**src/rtl/dmux_4way.sv**
```systemverilog
// dmux_4way: 1-to-4 demultiplexer with saturating per-lane activity counters.
// Define DMUX4WAY_REG_OUT_EN to register a/b/c/d (1-cycle latency, async clear).
module dmux_4way #(
    parameter int WIDTH = 1,
    parameter int CNT_W = 8
) (
    input  logic             clk,
    input  logic             reset,
    input  logic [WIDTH-1:0] in,
    input  logic [1:0]       sel,
    input  logic             clr,
    output logic [WIDTH-1:0] a,
    output logic [WIDTH-1:0] b,
    output logic [WIDTH-1:0] c,
    output logic [WIDTH-1:0] d,
    output logic [CNT_W-1:0] cnt_a,
    output logic [CNT_W-1:0] cnt_b,
    output logic [CNT_W-1:0] cnt_c,
    output logic [CNT_W-1:0] cnt_d
);
    localparam int NUM_LANES = 4;

    logic [NUM_LANES-1:0][WIDTH-1:0] w_lane;
    logic [NUM_LANES-1:0][WIDTH-1:0] w_out;
    logic [NUM_LANES-1:0][CNT_W-1:0] w_cnt;
    logic                            w_active;

    assign w_active = |in;

    for (genvar g = 0; g < NUM_LANES; g++) begin : g_lane
        localparam logic [1:0] LANE = 2'(g);
        logic [CNT_W-1:0] r_cnt;
        logic             w_hit;

        assign w_lane[g] = (sel == LANE) ? in : '0;
        assign w_hit     = (sel == LANE) && w_active;

        // clr beats increment; all-ones is the saturation ceiling
        always_ff @(posedge clk or posedge reset) begin
            if (reset)
                r_cnt <= '0;
            else if (clr)
                r_cnt <= '0;
            else if (w_hit && (r_cnt != '1))
                r_cnt <= r_cnt + CNT_W'(1);
        end
        assign w_cnt[g] = r_cnt;

`ifdef DMUX4WAY_REG_OUT_EN
        logic [WIDTH-1:0] r_out;
        always_ff @(posedge clk or posedge reset) begin
            if (reset)
                r_out <= '0;
            else
                r_out <= w_lane[g];
        end
        assign w_out[g] = r_out;
`else
        assign w_out[g] = w_lane[g];
`endif
    end

    assign a     = w_out[0];
    assign b     = w_out[1];
    assign c     = w_out[2];
    assign d     = w_out[3];
    assign cnt_a = w_cnt[0];
    assign cnt_b = w_cnt[1];
    assign cnt_c = w_cnt[2];
    assign cnt_d = w_cnt[3];
endmodule

```
**config.mk**
```make
export PLATFORM = sky130hd
export DESIGN_NAME = dmux_4way
export DESIGN_NICKNAME = d
export VERILOG_FILES = /design/src/rtl/dmux_4way.sv
export SDC_FILE = /design/constraint.sdc
export NUM_CORES = 1
export LEC_CHECK = 0
export BUFFER_PORTS_ARGS = -buffer_cell sky130_fd_sc_hd__buf_2
export CAP_MARGIN = 30
export CORE_MARGIN = 5
export CORE_UTILIZATION = 52
export DETAILED_ROUTE_END_ITERATION = 16
export GPL_TIMING_DRIVEN = 0
export HOLD_SLACK_MARGIN = 0.15
export PLACE_DENSITY = 0.87
export SLEW_MARGIN = 20
export SYNTH_ARGS = -nofsm -noshare
export SYNTH_HDL_FRONTEND = slang
export SYNTH_SLANG_ARGS = --single-unit
```
**constraint.sdc**
```tcl
create_clock -name clk -period 1.67 [get_ports clk]
set_input_delay 0.334 -clock clk [delete_from_list [all_inputs] [get_ports clk]]
set_output_delay 0.334 -clock clk [all_outputs]
set_load 0.05 [all_outputs]
```
## Word level (Yosys, flattened, before mapping)

Cells that the tools add are included.

| word-level totals | value |
|---|---|
| flip-flop bits (word level) | 32 |
| input port bits | 6 |
| output and inout bits | 36 |
| word-level logic and storage cells | 40 |

| cells by class | value |
|---|---|
| add/subtract/negate cells | 4 |
| equal/unequal tests | 7 |
| muxes and demuxes | 12 |
| reduce and logical (&&, ||, !) cells | 13 |

Operators by type and width:

| cell | count |
|---|---|
| 8-bit 2-to-1 mux | 8 |
| 8-bit by 1-bit adder with 8-bit output (second input constant) | 4 |
| 8-bit != test (second input constant) | 4 |
| 1-bit logical AND | 8 |
| 2-bit nonzero test | 4 |
| 2-bit == test (second input constant) | 2 |
| 1-bit 2-to-1 mux | 4 |
| 2-bit by 1-bit == test with 1-bit output (second input constant) | 1 |
| 2-bit zero test | 1 |

## Longest topological paths before layout

| depth | value |
|---|---|
| word-level depth | 5 |
| gate-level depth with buffers | 6 |
| depth with buffers taken out | 5 |

## Least setup slack after synthesis

No wires, ideal clock.

| timing | value |
|---|---|
| kind | input to register |
| start point | input sel[0] |
| end point | register g_lane[2].r_cnt[7] (netlist: cnt_c[7]) |
| library setup time | 0.119 ns |
| arrival | 1.760 ns |
| data required time | 1.551 ns |
| setup slack | -0.210 ns |
| stages on the path | 5 |
| buffers on the path | 1 |
| cells stage by stage | and3b_1 clkbuf_1 o211ai_1 o21a_1 o21ba_2 |

| on the way | value |
|---|---|
| cells in the longest elaborated chain, start to end | 4 |

Ends and longest elaborated chain:

| item | line | RTL |
|---|---|---|
| start, declared | 10 | `input logic [1:0] sel,` |
| 2-bit == test | 36 | `assign w_hit = (sel == LANE) && w_active;` |
| 1-bit logical AND | 36 |  |
| 1-bit logical AND | 44 | `else if (w_hit && (r_cnt != '1))` |
| 2-bit nonzero test (no line) | -- |  |
| end signal, assigned | 45 | `r_cnt <= r_cnt + CNT_W'(1);` |
| end, declared | 32 | `logic [CNT_W-1:0] r_cnt;` |

No other way between the ends.
A chain may end at the register's enable or synchronous reset.

## Worst setup path in the final report

| timing | value |
|---|---|
| start point | input sel[1] |
| end point | output a |

| on the way | value |
|---|---|
| cells in the longest elaborated chain, start to end | 2 |

Ends and longest elaborated chain:

| item | line | RTL |
|---|---|---|
| 2-bit zero test | 35 | `assign w_lane[g] = (sel == LANE) ? in : '0;` |
| 1-bit 2-to-1 mux | 35 |  |
| end, declared | 12 | `output logic [WIDTH-1:0] a,` |

No other way between the ends.

==> out/qor.csv <==
metric;value;unit
status;completed;
largest net degree at the start of global routing;33;
Slew @ Worst Pin;0.631;ns
worst path cell trace;buf_2 > or3b_1 > buf_2 > clkinvlp_4 > buf_6;
overall routing resource usage;0.188;
initial DRC count;102;
Final min period;1.60;ns
ys flop type;dfrtp_1;
post-route design area;0.00207;mm^2
Final ANT Viol Nets;0;
Syn Area/Cell;9.66;um^2
switching power;0.367;mW
Worst slew margin;0.579;
drt wl/cell;14.4;um
Worst Hold Path EP;cnt_d[7]$_DFFE_PP0P_;
die area;0.00451;mm^2
initial core utilization;0.548;
VDD IR max;0.434;mV
CTS max path bufs;2;
cell area after placement;0.00198;mm^2
initial antenna violation count;0;
DRC;0;
Worst setup SP type;input port;
Final Non-Filler Cells;270;
Seq pwr share;0.553;
CP Class;in -> out;
first-pass GRT wire length;6350;um
FFs w/ async S/R, synth;1.00;
number of global-route vias before repair;1419;
Period Utilization, post-route;0.961;
worst slack on hold paths;0.309;ns
worst-path fanout max;6;
Synth cell types;38;
CP endpoint kind;output port;
Nets;235;
commonest non-fill, non-tap cells in the layout;buf_2 (41), nor2_1 (21), dfrtp_1 (21);
Overflow after GRT;0;
P_int;1.06;mW
crit path DAT;1.27;ns
Yosys warnings;0;
latest clock arrival within the worst-skew pair;0.34;ns
sequential share of the synthesized area;0.471;
post-route core utilization;0.666;
Clk pwr share;0.357;
Max Clk Rate;623;MHz
Reg-to-Reg End;cnt_c[7]$_DFFE_PP0P_;
Final Hold Fails;0;
final setup skew;0.0124;ns
hold path depth;3;
syn_nets;186;
CP max stage cell;or3b_1;
num rows;20;
commonest non-fill, non-tap cell in the layout;buf_2;
hpwl dp;2830;um
share of cells above drive strength 1;0.296;
unrepaired setup endpoints after global routing;false;
PortBufs;41;
Worst path most repeated cell;buf_2;
Logic pwr share;0.090;
Ports;42;
Yosys reg bits;32;
PwrDens;693;mW/mm^2
CTS Sinks;32;
via-per-instance ratio;5.75;
Layout fillers;265;
H-Tree Depth;2;
Post-CTS Setup Repair Bufs;0;
Mapped Cells;176;
Die W;67.2;um
sw frac;0.257;
Critical Path RT;1.34;ns
Largest stage delay, worst path;0.37;ns
drt pass-1 iters;4;
clock transition at the registers of the reported paths;0.09;ns
hold crit path type;in -> reg;
CTS tree;done;
DRT Wirelength;3880;um
Setup-failing EPs final;0;
Die Height;67.2;um
ant diodes;0;
reg2reg setup slack;0.13;ns
leakage;1.01;nW
P&R area growth vs syn;21.5;%
Post-Syn Area;0.00170;mm^2
dpl cells;261;
number of synthesized flops with an enable pin;0;
vias post-DR;1553;
Slew Limit Fails;0;
core area;0.00310;mm^2
GP Congestion;0.875;
number of max-cap violations;0;
R2R depth;5;
hold_sp;clr;
r2r startpoint;cnt_c[0]$_DFFE_PP0P_;
cts bufs inserted;5;
clock root buffer master;clkbuf_4;
## worst max-delay path by stage
stage	endpoint	start	cells past startpoint
floorplan	cnt_a[1]$_DFFE_PP0P_	cnt_a[0]$_DFFE_PP0P_	5
global placement	cnt_a[7]$_DFFE_PP0P_	sel[1]	5
detailed placement	cnt_a[7]$_DFFE_PP0P_	sel[1]	5
CTS	a	sel[1]	5
global route	a	sel[1]	5
finish	a	sel[1]	5
## registers in the layout, summed over array words and instances (netlist names)
signal / flops
cnt_a: 8
cnt_b: 8
cnt_c: 8
cnt_d: 8
## through the flow
stage / power, mW / TNS [ns] / setup WS [ns]
after floorplan: 0.896 / 0 / 0.00561
after global placement: 0.931 / -0.0507 / -0.0373
after detailed placement: 0.933 / -0.112 / -0.0594
after CTS: 1.44 / 0 / 0.0332
after global routing: 1.49 / 0 / 0.0266
final: 1.43 / 0 / 0.0652
## cell usage after synthesis, types with 3 or more instances
master / n / area [um^2]
dfrtp_1: 32 / 801
nor2_1: 21 / 78.8
xor2_1: 10 / 87.6
inv_1: 9 / 33.8
nand3_1: 9 / 45.0
nand4_1: 8 / 50.1
a21oi_1: 7 / 35.0
nand2_1: 7 / 26.3
o21ai_0: 6 / 30.0
a211oi_1: 5 / 37.5
and3_1: 5 / 31.3
clkbuf_1: 5 / 18.8
mux2i_1: 5 / 50.1
nor3_1: 5 / 25.0
and2_1: 4 / 25.0
ha_1: 4 / 50.1
o211ai_1: 4 / 30.0
a311oi_1: 3 / 26.3
a31oi_1: 3 / 18.8
## cells by family after synthesis
group,share of synthesized area
simple gates,0.207
compound gates,0.166
flops,0.471
buf+inv,0.0361
xor+xnor,0.0618
mux,0.0294
fa+ha+maj,0.0294
## what timing repair did
item,in CTS,in global routing
hold buffers,1,0
cloned,0,0
gates resized for setup,1,3
hold endpoints to repair,32,0
setup endpoints to repair,1,4
pin swaps,0,0
## power groups by stage
| stage | Combinational (mW) | Clock [mW] | Sequential, mW |
|---|---|---|---|
| floorplan | 0.0652 | 0 | 0.831 |
| global placement | 0.125 | 0 | 0.806 |
| detailed placement | 0.127 | 0 | 0.807 |
| CTS | 0.130 | 0.520 | 0.791 |
| global route | 0.141 | 0.556 | 0.793 |
| finish | 0.129 | 0.510 | 0.791 |
## critical path, delay by kind of cell
kind                   cells  cell delay, ns
buffers and inverters      4            0.56
AND/OR/NAND/NOR            1            0.37
## routing by layer
| metal | global-route usage | vias to the layer above | share of wire |
|---|---|---|---|
| li1 | - | 747 | - |
| met1 | 0.235 | 732 | 0.45 |
| met2 | 0.298 | 65 | 0.46 |
| met3 | 0.0599 | 9 | 0.066 |
| met4 | 0.0810 | 0 | 0.020 |
| met5 | 0 | - | 0 |
## final cells by class
type                            instances  area (um^2)  area share
Sequential cell                        32          815       0.394
Clock buffer                            8         68.8      0.0333
Buffer                                  6         26.3      0.0127
Tap cell                               44         55.1      0.0267
Inverter                               10         41.3      0.0200
Timing Repair Buffer                   42          221       0.107
Multi-Input combinational cell        128          838       0.406
Power figures use the tool's default switching activity.
